**config.mk**
```make
export PLATFORM = sky130hd
export DESIGN_NAME = ifu_fetch
export DESIGN_NICKNAME = d
export VERILOG_FILES = /design/src/rtl/ifu_fetch_pkg.sv /design/src/rtl/ifu_fetch_fifo.sv /design/src/rtl/ifu_fetch.sv
export SDC_FILE = /design/constraint.sdc
export NUM_CORES = 1
export LEC_CHECK = 0
export CORE_AREA = 2 2 146 148
export CTS_CLUSTER_SIZE = 10
export DETAILED_ROUTE_END_ITERATION = 7
export DIE_AREA = 0 0 148 150
export PLACE_DENSITY_LB_ADDON = 0.1
export SYNTH_ARGS = -nofsm -noshare
export SYNTH_HDL_FRONTEND = slang
export SYNTH_HIERARCHICAL = 1
export SYNTH_SLANG_ARGS = --single-unit
```
**constraint.sdc**
```tcl
create_clock -name clk -period 14.7 [get_ports clk]
set_clock_uncertainty 0.2 [all_clocks]
set_input_delay 2.94 -clock clk [delete_from_list [all_inputs] [get_ports clk]]
set_output_delay 2.94 -clock clk [all_outputs]
set_load 0.01 [all_outputs]
```
**src/rtl/ifu_fetch_pkg.sv**
```systemverilog
// ifu_fetch_pkg: shared constants and FSM encoding for the instruction fetch unit
package ifu_fetch_pkg;
    localparam logic [31:0] NOP_INSTR_DEF = 32'h0000_0013;
    localparam int PC_INC = 4;
    typedef enum logic [1:0] {BOOT, FETCH, DRAIN} state_t;
endpackage

```
**src/rtl/ifu_fetch_fifo.sv**
```systemverilog
// ifu_fetch_fifo: synchronous FIFO holding {instr, pc} pairs for the fetch unit
// Ports: clk, rst_n (async active-low); push/din write; pop reads head (dout);
//        flush empties the buffer and wins over push/pop; count/full/empty status.
//        The caller must not push when full.
module ifu_fetch_fifo #(
    parameter int WIDTH = 64,
    parameter int DEPTH = 2
) (
    input  logic                     clk,
    input  logic                     rst_n,
    input  logic                     push,
    input  logic                     pop,
    input  logic                     flush,
    input  logic [WIDTH-1:0]         din,
    output logic [WIDTH-1:0]         dout,
    output logic [$clog2(DEPTH):0]   count,
    output logic                     full,
    output logic                     empty
);
    localparam int AW = $clog2(DEPTH);
    localparam int CW = AW + 1;
    logic [WIDTH-1:0] mem [DEPTH];
    logic [AW-1:0] rd_ptr, wr_ptr;
    logic do_pop;
    assign full   = count == CW'(DEPTH);
    assign empty  = count == '0;
    assign dout   = mem[rd_ptr];
    assign do_pop = pop && !empty;
    always_ff @(posedge clk or negedge rst_n) begin
        if (!rst_n) begin
            rd_ptr <= '0;
            wr_ptr <= '0;
            count  <= '0;
        end else if (flush) begin
            rd_ptr <= '0;
            wr_ptr <= '0;
            count  <= '0;
        end else begin
            if (push) wr_ptr <= wr_ptr + AW'(1);
            if (do_pop) rd_ptr <= rd_ptr + AW'(1);
            count <= count + CW'(push) - CW'(do_pop);
        end
    end
    always_ff @(posedge clk) begin
        if (push && !flush) mem[wr_ptr] <= din;
    end
endmodule

```
**src/rtl/ifu_fetch.sv**
```systemverilog
// ifu_fetch: instruction fetch unit - PC generation, imem reads, buffered {instr, pc} to decode
// Ports: clk, rst_n (async active-low); redirect/redirect_pc restart the stream;
//        imem_req/imem_addr/imem_gnt request channel, imem_rvalid/imem_rdata in-order responses;
//        if_valid/if_ready/if_instr/if_pc handshake toward decode.
module ifu_fetch
    import ifu_fetch_pkg::*;
#(
    parameter int                    DATA_WIDTH = 32,
    parameter logic [DATA_WIDTH-1:0] RESET_PC   = '0,
    parameter int                    FIFO_DEPTH = 2,
    parameter logic [DATA_WIDTH-1:0] NOP_INSTR  = DATA_WIDTH'(NOP_INSTR_DEF)
) (
    input  logic                  clk,
    input  logic                  rst_n,
    input  logic                  redirect,
    input  logic [DATA_WIDTH-1:0] redirect_pc,
    output logic                  imem_req,
    output logic [DATA_WIDTH-1:0] imem_addr,
    input  logic                  imem_gnt,
    input  logic                  imem_rvalid,
    input  logic [DATA_WIDTH-1:0] imem_rdata,
    output logic                  if_valid,
    input  logic                  if_ready,
    output logic [DATA_WIDTH-1:0] if_instr,
    output logic [DATA_WIDTH-1:0] if_pc
);
    localparam int DW = DATA_WIDTH;
    localparam int CW = $clog2(FIFO_DEPTH) + 1;
    state_t state;
    logic [DW-1:0] fetch_pc, rsp_pc, last_pc, head_instr, head_pc, target;
    logic [CW-1:0] outstanding, discard, fifo_count, new_discard;
    logic [CW:0] inflight;
    logic fifo_full, fifo_empty, grant, push, pop, drop;
    assign target      = redirect_pc & ~DW'(3);
    assign inflight    = {1'b0, outstanding} + {1'b0, fifo_count};
    // outstanding + buffered never exceeds the FIFO, so every live response has a slot
    assign imem_req    = state == FETCH && !redirect && inflight < (CW+1)'(FIFO_DEPTH);
    assign imem_addr   = fetch_pc;
    assign grant       = imem_req && imem_gnt;
    assign push        = imem_rvalid && discard == '0 && !redirect && !fifo_full;
    assign drop        = imem_rvalid && discard != '0;
    assign pop         = if_valid && if_ready && !redirect;
    assign new_discard = discard + outstanding - CW'(imem_rvalid);
    assign if_valid    = !fifo_empty;
    assign if_instr    = fifo_empty ? NOP_INSTR : head_instr;
    assign if_pc       = fifo_empty ? last_pc : head_pc;
    ifu_fetch_fifo #(.WIDTH(2*DW), .DEPTH(FIFO_DEPTH)) u_fifo (
        .clk   (clk),
        .rst_n (rst_n),
        .push  (push),
        .pop   (pop),
        .flush (redirect),
        .din   ({imem_rdata, rsp_pc}),
        .dout  ({head_instr, head_pc}),
        .count (fifo_count),
        .full  (fifo_full),
        .empty (fifo_empty)
    );
    // rsp_pc is the address of the next live response; stale ones are never pushed
    always_ff @(posedge clk or negedge rst_n) begin
        if (!rst_n) begin
            state       <= BOOT;
            fetch_pc    <= RESET_PC;
            rsp_pc      <= RESET_PC;
            last_pc     <= RESET_PC;
            outstanding <= '0;
            discard     <= '0;
        end else begin
            if (!fifo_empty) last_pc <= head_pc;
            if (redirect) begin
                fetch_pc    <= target;
                rsp_pc      <= target;
                outstanding <= '0;
                discard     <= new_discard;
                state       <= new_discard != '0 ? DRAIN : FETCH;
            end else begin
                if (grant) fetch_pc <= fetch_pc + DW'(PC_INC);
                if (push) rsp_pc <= rsp_pc + DW'(PC_INC);
                outstanding <= outstanding + CW'(grant) - CW'(push);
                discard     <= discard - CW'(drop);
                state       <= state == BOOT ? FETCH :
                               (state == DRAIN && discard == CW'(drop)) ? FETCH : state;
            end
        end
    end
endmodule

```
======== After elaboration in Yosys (flattened, before gate mapping) ========
Memory sizes are Yosys's and may differ from the RTL's.
Cells that the tools add are included.
storage, ports and cells
  input port bits ......................... 70
  output and inout port bits .............. 98
  memories kept ........................... 1
  RAM bits ................................ 128
  word-level logic and storage cells ...... 70
  register bits after elaboration ......... 106
operators by class
  reduce and logical (&&, ||, !) cells .... 24
  eq/ne operators ......................... 4
  $add $sub $neg .......................... 12
  muxes and demuxes ....................... 19
  order comparisons ....................... 1
memory list
  name        depth  width  rd ports  clocked after Yosys merged registers in  write ports  RTL line              text
  u_fifo.mem  2      64     1         0                                        1            ifu_fetch_fifo.sv:22  logic [WIDTH-1:0] mem [DEPTH];
operators by type and width
  operator               number
  $mux 32                6
  $add 32x3->32 const B  2
  $mux 2                 7
  $logic_and 1x1->1      12
  $reduce_bool 2->1      5
  $sub 2x1->2            4
  $logic_not 2->1        3
  $mux 1                 6
  $add 2x1->2            2
  $eq 2x2->1 const B     2
  $add 2x2->3            1
  $logic_not 1->1        3
  $lt 3x2->1 const B     1
  $reduce_bool 3->1      1
  $add 1x1->1 const B    2
  $add 2x2->2            1
  $eq 2x1->1             1
  $eq 2x1->1 const B     1

======== Longest topological paths before layout ========
Gate-level depths: netlist of run 1.
  depth after elaboration ................. 7
  gate-level depth with buffers ........... 12
  gate-level depth less buffers ........... 11

======== By module ========
The synthesis of run 1 kept the hierarchy.
by module, submodules not included
  module          instances  area each (sq um)  sequential area each (sq um)  cells each
  ifu_fetch       1          5242.5             2452.4                        518
  ifu_fetch_fifo  1          4863.4             3943.8                        220

======== Least setup slack after synthesis of run 1 ========
No wires, ideal clock.
  kind .................................... input -> register
  start ................................... in imem_rvalid
  end ..................................... mem u_fifo.mem[0][0] (enable)
  required time ........................... 13.921 ns
  library setup time ...................... 0.579 ns
  stages .................................. 3
  path buffers ............................ 0
  path slack .............................. 5.418 ns
  arrival ................................. 8.503 ns
  cells stage by stage .................... or4b_2 > nor2_1 > nor3b_1
on the way
  longest elaborated chain between the ends .. 6
ends and longest elaborated chain
  element                         RTL line              text
  start: declaration              ifu_fetch.sv:20       input logic imem_rvalid,
  $logic_and 1x1->1 (3 in a row)  ifu_fetch.sv:40       assign push = imem_rvalid && discard == '0 && !redirect && !fifo_full;
  named net push                  ifu_fetch.sv:33       logic fifo_full, fifo_empty, grant, push, pop, drop;
  $logic_and 1x1->1               ifu_fetch_fifo.sv:45  if (push && !flush) mem[wr_ptr] <= din;
  $mux 1                          ifu_fetch_fifo.sv:45
  $mux 1 (not written as such)    ifu_fetch_fifo.sv:45
  end: declaration                ifu_fetch_fifo.sv:22
The timed path passes the listed nets, and every way through them passes these cells.

======== Worst setup path after layout of run 1 ========
  start ................................... in redirect
  end ..................................... out imem_req
on the way
  longest elaborated chain between the ends .. 3
ends and longest elaborated chain
  element                         RTL line         text
  start: declaration              ifu_fetch.sv:15  input logic redirect,
  $logic_not 1->1                 ifu_fetch.sv:37  assign imem_req = state == FETCH && !redirect && inflight < (CW+1)'(FIFO_DEPTH);
  $logic_and 1x1->1 (2 in a row)  ifu_fetch.sv:37
  end: declaration                ifu_fetch.sv:17  output logic imem_req,
No other way between the ends.

==> flow_metrics.env, run 1 <==
export IMPL_tns_ns=0
export IMPL_drv_slew=0
export IMPL_netlist_instances=738
export IMPL_grtUsageTotal=0.1975
export IMPL_initial_core_util=0.4884
export IMPL_crit_family="buffers and inverters"
export IMPL_clock_path_buffers=3
export IMPL_synth_cell_type_count=55
export IMPL_worstMarginPinSlew_ns=1.246
export IMPL_avgSynthCellArea_um2=13.69
export IMPL_ant_nets=0
export IMPL_synth_seq_cells=230
export IMPL_drt_iter0_drc=399
export IMPL_p_leak_nw=4.642
export IMPL_numCtsBuffers=27
export IMPL_dr_pass1_iters=5
export IMPL_hold_viol_final=0
export IMPL_cts_tree="yes"
export IMPL_max_cap_violations=0
export IMPL_cts_hold_buf=0
export IMPL_start_kind="input port"
export IMPL_viasPerCell=5.436
export IMPL_crit_path_top_delay_cell="clkdlybuf4s50_1"
export IMPL_yosysWarnings=6
export IMPL_required_ns=11.56
export IMPL_gp_congestion=0.8909
export IMPL_core_um2=20690
export IMPL_detail_route_wl_per_cell_um=18.22
export IMPL_critical_path_class="input port to output pin"
export IMPL_ir_worst_vdd_uv=83.23
export IMPL_cts_resized=0
export IMPL_synth_area_um2=10110
export IMPL_post_cts_setup_buffers=0
export IMPL_drive_gt1_frac=0.1821
export IMPL_clock_latency_ns=0.51
export IMPL_layout_min_cycle_time_ns=7.549
export IMPL_die_w_um=148
export IMPL_hold_class="flip-flop to flip-flop"
export IMPL_die_h_um=150
export IMPL_final_util=0.6160
export IMPL_crit_arrival_ns=4.41
export IMPL_vias=6540
export IMPL_htree_levels=1
export IMPL_final_cell_mix="clkdlybuf4s50_1 (161), edfxtp_1 (128), mux2_2 (105)"
export IMPL_ys_seq_area_frac=0.6329
export IMPL_r2r_slack_ns=10.65
export IMPL_worst_slack_ns=7.151
export IMPL_max_stage_delay_ns=0.53
export IMPL_wl_um=21920
export IMPL_setup_viol=0
export IMPL_dpl_hpwl_um=14240
export IMPL_critPathMaxFanout=66
export IMPL_antenna_found_initial=0
export IMPL_port_buffers=163
export IMPL_final_common_cell="clkdlybuf4s50_1"
export IMPL_overflow=0
export IMPL_status="finished, final reports clean"
export IMPL_synth_edf_count=128
export IMPL_num_nets_final=989
export IMPL_dieArea_um2=22200
export IMPL_fp_row_count=53
export IMPL_slew_headroom=0.1663
export IMPL_root_buffer="clkbuf_16"
export IMPL_worst_path_buf_inv=3
export IMPL_grt_max_degree=67
export IMPL_synth_async_reset_ratio=0.4435
export IMPL_grt_pass1_vias=6639
export IMPL_synth_top_flop_cell="edfxtp_1"
export IMPL_ios=168
export IMPL_syn2layout_area_growth_pct=26.11
export IMPL_rsz0062_at_grt="false"
export IMPL_power_density_nw_per_um2=144.8
export IMPL_num_antenna_cells=0
export IMPL_cts_sinks=230
export IMPL_grt_pass1_wl_um=34760
export IMPL_fin_crit_sh=0.5135
export IMPL_timing_fmax_mhz=132.5
export IMPL_setup_worst_path_end_class="output pin"
export IMPL_path_cells="buf_2 -> buf_4 -> nor4_1 -> and2_1 -> clkdlybuf4s50_1"
export IMPL_clk_pin_slew_ns=0.05
export IMPL_drc=0
export IMPL_pre_cts_ws_ns=7.126
[layout make-up]
class,instances,area [um^2]
Timing Repair Buffer,169,1669
Clock buffer,47,760.7
Tap cell,275,344.1
Multi-Input combinational cell,469,3523
Sequential cell,230,6397
Fill cell,1638,7945
Inverter,12,45.04
Clock inverter,1,5.005
[report_power, final]
group | switching [mW] | internal (mW) | total [mW]
logic | 0.195 | 0.239 | 0.434
registers | 0.0590 | 0.773 | 0.832
clock network | 0.233 | 0.346 | 0.579
total | 0.487 | 1.36 | 1.84
[worst reg2reg max path: cells and delay by family (launching register included)]
family	cells	cell delay, ns
fa+ha+maj	3	1.03
xor+xnor	2	0.32
simple gates	4	1.43
flops	1	0.45
buf+inv	2	0.47
[sequential cells by signal, summed over array words and instances (netlist names)]
register	cells
u_fifo/mem	128
last_pc	32
imem_addr	30
rsp_pc	30
discard	2
outstanding	2
state	2
u_fifo/count	2
u_fifo/rd_ptr	1
u_fifo/wr_ptr	1
[per-stage QoR]
step	hold WS, ns	instance area, um^2	power [mW]	instances
floorplan	0.2628	10120	1.048	743
global placement	0.2805	11980	1.267	1155
detailed placement	0.2840	11980	1.283	1155
CTS	0.2983	12740	1.871	1203
global route	0.3048	12740	1.939	1203
finish	0.2913	12740	1.845	1203
[cells in the mapped netlist (2+ instances only)]
master / number / area [um^2]
a21oi_1: 6 / 30.03
a31oi_1: 5 / 31.28
a41oi_1: 2 / 17.52
and2_1: 7 / 43.79
and2_2: 3 / 22.52
and3_1: 7 / 43.79
and4_1: 4 / 35.03
buf_1: 2 / 7.510
buf_2: 7 / 35.03
buf_4: 2 / 15.01
buf_6: 5 / 56.30
clkbuf_1: 16 / 60.06
dfrtp_1: 102 / 2552
edfxtp_1: 128 / 3844
ha_1: 9 / 112.6
inv_1: 11 / 41.29
mux2_2: 105 / 1182
mux2i_1: 2 / 20.02
nand2_1: 52 / 195.2
nand3_1: 36 / 180.2
nand3b_1: 2 / 15.01
nand4_1: 19 / 118.9
nand4_2: 4 / 50.05
nor2_1: 28 / 105.1
nor2b_1: 34 / 212.7
nor3_1: 4 / 20.02
nor3b_1: 2 / 15.01
nor4_1: 6 / 37.54
nor4_2: 6 / 75.07
o211ai_1: 10 / 75.07
o21a_1: 2 / 15.01
o21ai_0: 16 / 80.08
o21ai_1: 26 / 130.1
o311ai_0: 2 / 17.52
o311ai_1: 5 / 43.79
or2_2: 3 / 18.77
xnor2_1: 18 / 157.7
xor2_1: 23 / 201.4
[per-layer routing]
metal,global-route usage,wire (um),share of wire,up-vias
li1,-,-,-,3059
met2,0.3104,9975,0.46,250
met5,0,0,0,-
met4,0.06476,491,0.022,0
met1,0.2799,9904,0.45,3198
met3,0.03689,1545,0.070,33
[worst paths after layout]
path	startpoint	depth (start not counted)	endpoint
max	redirect	5	imem_req
max reg2reg	u_fifo/count[0]$_DFF_PN0_	11	outstanding[1]$_DFF_PN0_
min reg2reg	rsp_pc[31]$_DFFE_PN0N_	0	u_fifo/mem[1][31]$_DFFE_PP_
max in group asynchronous	rst_n	2	rsp_pc[13]$_DFFE_PN0N_
min	rsp_pc[31]$_DFFE_PN0N_	0	u_fifo/mem[1][31]$_DFFE_PP_
min in group asynchronous	rst_n	1	last_pc[15]$_DFF_PN0_
[cell families (layout without fill, tap and decap cells)]
logic type / Yosys count / after routing / synth area share
buffers and inverters: 44 / 229 / 0.02167
adders and majority gates: 10 / 10 / 0.01312
and+or+nand+nor: 226 / 226 / 0.1281
AOI/OAI and AO/OA: 78 / 78 / 0.04705
DFF: 230 / 230 / 0.6329
muxes: 107 / 107 / 0.1190
xor gates and xnor gates: 42 / 42 / 0.03776
other: 1 / 6 / 0.0003711
Power figures use the tool's default switching activity.
==> run 2, diff against run 1 <==
==> constraint.sdc (replaced) <==
create_clock -name clk -period 7.3 [get_ports clk]
set_clock_uncertainty 0.2 [all_clocks]
set_input_delay 1.46 -clock clk [delete_from_list [all_inputs] [get_ports clk]]
set_output_delay 1.46 -clock clk [all_outputs]
set_load 0.01 [all_outputs]
==> flow_metrics.env, run 2 (synthesis gave the netlist of run 1 again) <==
export IMPL_crit_arrival_ns=3.16
export IMPL_hold_viol_final=0
export IMPL_worstHoldStart="last_pc[29]$_DFF_PN0_"
export IMPL_r2r_slack_ns=3.27
export IMPL_core_um2=20690
export IMPL_final_cell_mix="clkdlybuf4s50_1 (161), edfxtp_1 (128), mux2_2 (105)"
export IMPL_cts_sinks=230
export IMPL_p_leak_nw=4.635
export IMPL_reg2reg_from="u_fifo/count[0]$_DFF_PN0_"
export IMPL_largest_reg_flops=128
export IMPL_biggestRegsByFlops="u_fifo/mem (128), last_pc (32)"
export IMPL_largest_register="u_fifo/mem"
export IMPL_timing_fmax_mhz=207.5
export IMPL_syn2layout_area_growth_pct=26.07
export IMPL_grtUsageTotal=0.2026
export IMPL_dieArea_um2=22200
export IMPL_num_antenna_cells=0
export IMPL_met2_usage=0.3331
export IMPL_slew_headroom=0.1735
export IMPL_rsz0062_at_grt="false"
export IMPL_port_buffers=163
export IMPL_vias=6557
export IMPL_die_h_um=150
export IMPL_grt_max_degree=73
export IMPL_hold_path_depth=1
export IMPL_ir_worst_vdd_uv=156.1
export IMPL_crit_cells=4
export IMPL_clock_latency_ns=0.51
export IMPL_die_w_um=148
export IMPL_final_fill_count=1596
export IMPL_fin_crit_sh=0.6603
export IMPL_clock_path_buffers=3
export IMPL_crit_path_top_delay_cell="dfrtp_2"
export IMPL_power_density_nw_per_um2=292.1
export IMPL_dpl_hpwl_um=14570
export IMPL_ios=168
export IMPL_drc=0
export IMPL_grt_busiest_layer="met2"
export IMPL_whs_endpoint="last_pc[29]$_DFF_PN0_"
export IMPL_worst_path_buf_inv=2
export IMPL_use_met1=0.2790
export IMPL_drv_slew=0
export IMPL_tns_ns=0
export IMPL_hold_class="flip-flop to flip-flop"
export IMPL_post_cts_setup_buffers=0
export IMPL_layout_min_cycle_time_ns=4.820
export IMPL_worst_slack_ns=2.480
export IMPL_setup_viol=0
export IMPL_start_kind="flip-flop"
export IMPL_grt_pass1_vias=6750
export IMPL_required_ns=5.64
export IMPL_viasPerCell=5.455
export IMPL_critPathMaxFanout=35
export IMPL_grt_pass1_wl_um=35550
export IMPL_path_cells="buf_4 -> mux2_2 -> mux2_2 -> clkdlybuf4s50_1"
export IMPL_fp_row_count=53
export IMPL_numCtsBuffers=27
export IMPL_dr_pass1_iters=4
export IMPL_pre_cts_ws_ns=2.375
export IMPL_detail_route_wl_per_cell_um=18.53
export IMPL_drt_iter0_drc=286
export IMPL_reg2reg_depth=11
export IMPL_antenna_found_initial=0
export IMPL_setup_worst_path_end_class="output pin"
export IMPL_clk_pin_slew_ns=0.05
export IMPL_final_common_cell="clkdlybuf4s50_1"
export IMPL_drive_gt1_frac=0.1812
export IMPL_cts_hold_buf=0
export IMPL_timing_critical_path_mode_cell="mux2_2"
export IMPL_critical_path_class="flip-flop to output pin"
export IMPL_overflow=0
export IMPL_gp_congestion=0.8747
export IMPL_root_buffer="clkbuf_16"
export IMPL_crit_family="buffers and inverters"
export IMPL_initial_core_util=0.4884
export IMPL_num_nets_final=989
export IMPL_max_stage_delay_ns=0.90
export IMPL_reg2reg_to="outstanding[1]$_DFF_PN0_"
export IMPL_htree_levels=1
export IMPL_max_cap_violations=0
export IMPL_cts_resized=0
export IMPL_ant_nets=0
export IMPL_worstMarginPinSlew_ns=1.235
export IMPL_grtUsageMet3=0.03720
export IMPL_wl_um=22280
export IMPL_cts_tree="yes"
export IMPL_status="finished, final reports clean"
[run 2: cell types whose count changed in the layout (fill, tap and decap cells not counted), sizes merged]
cell	before	now
clkinv	1	0
clkbuf	47	46
inv	12	13
[run 2: routing by layer]
layer  share of wire  vias up
li1                -     3058
met1            0.44     3238
met2            0.48      233
met3           0.066       28
met4           0.016        0
met5               0        -
[run 2: cell type report]
class | count | area, um^2 | share of cell area
tap | 275 | 344.1 | 0.02701
clock buffer | 46 | 747.0 | 0.05863
sequential | 230 | 6397 | 0.5021
multi-input combinational | 469 | 3530 | 0.2770
clock inverter | 1 | 8.758 | 0.0006874
timing repair buffer | 169 | 1669 | 0.1310
inverter | 12 | 45.04 | 0.003535
[run 2: power breakdown]
group	internal (mW)	switching, mW
registers	1.56	0.121
clock network	0.687	0.482
logic	0.483	0.394
total	2.73	0.997
[run 2: through the flow]
stage	std cells	utilization	area, um^2	hold slack [ns]	power [mW]
global route	1202	0.6158	12740	0.3059	3.904
finish	1202	0.6158	12740	0.2916	3.722
global placement	1155	0.5793	11990	0.2800	2.559
detailed placement	1155	0.5793	11990	0.2841	2.588
CTS	1202	0.6158	12740	0.2967	3.770
floorplan	743	-	10130	0.2628	2.109
[run 2: worst max path at each step]
stage / from / to / slack (ns)
2_1_floorplan: imem_rvalid / u_fifo/mem[0][0]$_DFFE_PP_ / 1.77
5_1_grt: u_fifo/rd_ptr$_DFFE_PN0P_ / if_pc[30] / 2.31
6_report: u_fifo/rd_ptr$_DFFE_PN0P_ / if_pc[30] / 2.48
3_3_place_gp: imem_rvalid / u_fifo/mem[1][40]$_DFFE_PP_ / 2.40
4_1_cts: u_fifo/rd_ptr$_DFFE_PN0P_ / if_pc[30] / 2.41
3_5_place_dp: imem_rvalid / u_fifo/mem[1][40]$_DFFE_PP_ / 2.37
[run 2: worst reg2reg max path: cells and delay by family, from the launching register on]
family	cells	cell delay (ns)
xor gates and xnor gates	2	0.30
adders and majority gates	3	1.05
buffers and inverters	2	0.48
DFF	1	0.44
and+or+nand+nor	4	1.44
==> run 3, diff against run 2 <==
==> constraint.sdc (replaced) <==
create_clock -name clk -period 5 [get_ports clk]
set_clock_uncertainty 0.2 [all_clocks]
set_input_delay 1 -clock clk [delete_from_list [all_inputs] [get_ports clk]]
set_output_delay 1 -clock clk [all_outputs]
set_load 0.01 [all_outputs]
==> flow_metrics.env, run 3 (synthesis gave the netlist of run 1 again) <==
export IMPL_status="finished, final reports clean"
export IMPL_reg2reg_depth=12
export IMPL_r2r_slack_ns=1.57
export IMPL_htree_levels=1
export IMPL_tns_ns=0
export IMPL_post_cts_setup_buffers=0
export IMPL_max_stage_delay_ns=1.13
export IMPL_numCtsBuffers=27
export IMPL_crit_path_top_delay_cell="dfrtp_2"
export IMPL_biggestRegsByFlops="u_fifo/mem (128), last_pc (32)"
export IMPL_cts_sinks=230
export IMPL_required_ns=3.80
export IMPL_crit_arrival_ns=2.96
export IMPL_wl_met1_um=9691
export IMPL_clock_latency_ns=0.51
export IMPL_final_common_cell="clkdlybuf4s50_1"
export IMPL_core_um2=20690
export IMPL_gp_congestion=0.9045
export IMPL_num_antenna_cells=0
export IMPL_drv_slew=0
export IMPL_setup_viol=0
export IMPL_largest_register="u_fifo/mem"
export IMPL_final_util=0.6203
export IMPL_final_cell_mix="clkdlybuf4s50_1 (161), edfxtp_1 (128), mux2_2 (105)"
export IMPL_p_leak_nw=4.679
export IMPL_setup_worst_path_end_class="output pin"
export IMPL_worstHoldStart="last_pc[3]$_DFF_PN0_"
export IMPL_routed_wl_met2_um=10360
export IMPL_grtUsageTotal=0.1976
export IMPL_clock_path_buffers=3
export IMPL_clkPwrFrac=0.322
export IMPL_drt_iter0_drc=319
export IMPL_worstMarginPinSlew_ns=1.168
export IMPL_layout_min_cycle_time_ns=4.163
export IMPL_hold_path_depth=1
export IMPL_num_nets_final=993
export IMPL_hold_class="flip-flop to flip-flop"
export IMPL_ios=168
export IMPL_path_cells="buf_4 -> mux2_2 -> nor2b_1 -> clkdlybuf4s50_1"
export IMPL_critical_path_class="flip-flop to output pin"
export IMPL_syn2layout_area_growth_pct=27.00
export IMPL_cts_tree="yes"
export IMPL_detail_route_wl_per_cell_um=18.20
export IMPL_largest_reg_flops=128
export IMPL_critPathMaxFanout=49
export IMPL_vias=6588
export IMPL_reg2reg_from="u_fifo/count[0]$_DFF_PN0_"
export IMPL_grt_pass1_vias=6690
export IMPL_comb_power_share=0.234
export IMPL_hold_viol_final=0
export IMPL_cts_resized=0
export IMPL_initial_core_util=0.4884
export IMPL_wl_um=21980
export IMPL_start_kind="flip-flop"
export IMPL_die_w_um=148
export IMPL_ir_worst_vdd_uv=209.1
export IMPL_worst_path_buf_inv=2
export IMPL_fin_crit_sh=0.8326
export IMPL_port_buffers=163
export IMPL_viasPerCell=5.454
export IMPL_rsz0062_at_grt="false"
export IMPL_root_buffer="clkbuf_16"
export IMPL_dpl_hpwl_um=14280
export IMPL_dr_wl_met3_um=1555
export IMPL_fp_row_count=53
export IMPL_ant_nets=0
export IMPL_routed_top_layer="met4"
export IMPL_cts_hold_buf=0
export IMPL_dieArea_um2=22200
export IMPL_timing_fmax_mhz=240.2
export IMPL_drive_gt1_frac=0.1854
export IMPL_power_density_nw_per_um2=428.7
export IMPL_grt_max_degree=71
export IMPL_p_seq_frac=0.444
export IMPL_reg2reg_to="outstanding[1]$_DFF_PN0_"
export IMPL_max_cap_violations=0
export IMPL_dr_pass1_iters=5
export IMPL_grt_pass1_wl_um=34930
export IMPL_clk_pin_slew_ns=0.05
export IMPL_antenna_found_initial=0
export IMPL_die_h_um=150
export IMPL_drc=0
export IMPL_whs_endpoint="last_pc[3]$_DFF_PN0_"
export IMPL_switching_power_mw=1.449
export IMPL_overflow=0
export IMPL_crit_family="flip-flops"
export IMPL_slew_headroom=0.2215
export IMPL_power_switching_share=0.2633
export IMPL_intPower_mw=4.054
==> run 3: power by group through the flow <==
stage / logic, mW / registers (mW) / clock network [mW]
after floorplan: 0.637 / 2.44 / 0
after global placement: 1.27 / 2.46 / 0
after detailed placement: 1.30 / 2.48 / 0
after CTS: 1.31 / 2.45 / 1.82
after global routing: 1.39 / 2.48 / 1.89
final: 1.29 / 2.45 / 1.77
==> run 3: cell type report <==
| cell class | count | area, um^2 |
|---|---|---|
| clock inverters | 1 | 30.03 |
| clock buffers | 48 | 764.5 |
| fillers | 1661 | 7855 |
| flip-flops and latches | 230 | 6397 |
| repair buffers | 173 | 1724 |
| inverters | 12 | 45.04 |
| multi-input cells | 469 | 3530 |
| well taps | 275 | 344.1 |
==> run 3: worst register-to-register path: stages (launching register included) <==
cell	delay [ns]
dfrtp_1	0.45
and2_1	0.19
fa_1	0.44
nor4_1	0.37
and3_1	0.20
buf_4	0.28
inv_2	0.26
ha_1	0.35
inv_1	0.04
ha_1	0.17
xor2_1	0.15
xnor2_1	0.13
nor2_1	0.05
==> run 3: worst max-delay path by stage <==
| stage | start | end | slack [ns] | depth (start not counted) |
|---|---|---|---|---|
| after floorplan | imem_rvalid | u_fifo/mem[0][0]$_DFFE_PP_ | 0.80 | 3 |
| after global placement | imem_rvalid | u_fifo/mem[0][45]$_DFFE_PP_ | 1.29 | 5 |
| after detailed placement | imem_rvalid | u_fifo/mem[0][42]$_DFFE_PP_ | 1.25 | 5 |
| after CTS | u_fifo/rd_ptr$_DFFE_PN0P_ | if_instr[7] | 0.79 | 4 |
| after global routing | u_fifo/rd_ptr$_DFFE_PN0P_ | if_instr[11] | 0.68 | 4 |
| final | u_fifo/rd_ptr$_DFFE_PN0P_ | if_instr[12] | 0.84 | 4 |
==> run 3: layer usage <==
metal  GRT usage  vias to the layer above
met5           0                        -
met4     0.06048                        0
met3     0.03750                       28
met2      0.3148                      267
met1      0.2774                     3230
li1            -                     3063
==> run 3: metrics by stage <==
step	setup WS, ns	instance area [um^2]	hold WS [ns]	total power [mW]	std cells
2_1_floorplan	0.8031	10140	0.2628	3.079	743
3_3_place_gp	1.290	12040	0.2803	3.736	1159
3_5_place_dp	1.249	12040	0.2869	3.784	1159
4_1_cts	0.7896	12830	0.2997	5.573	1208
5_1_grt	0.6764	12830	0.3096	5.766	1208
6_report	0.8371	12830	0.2944	5.503	1208
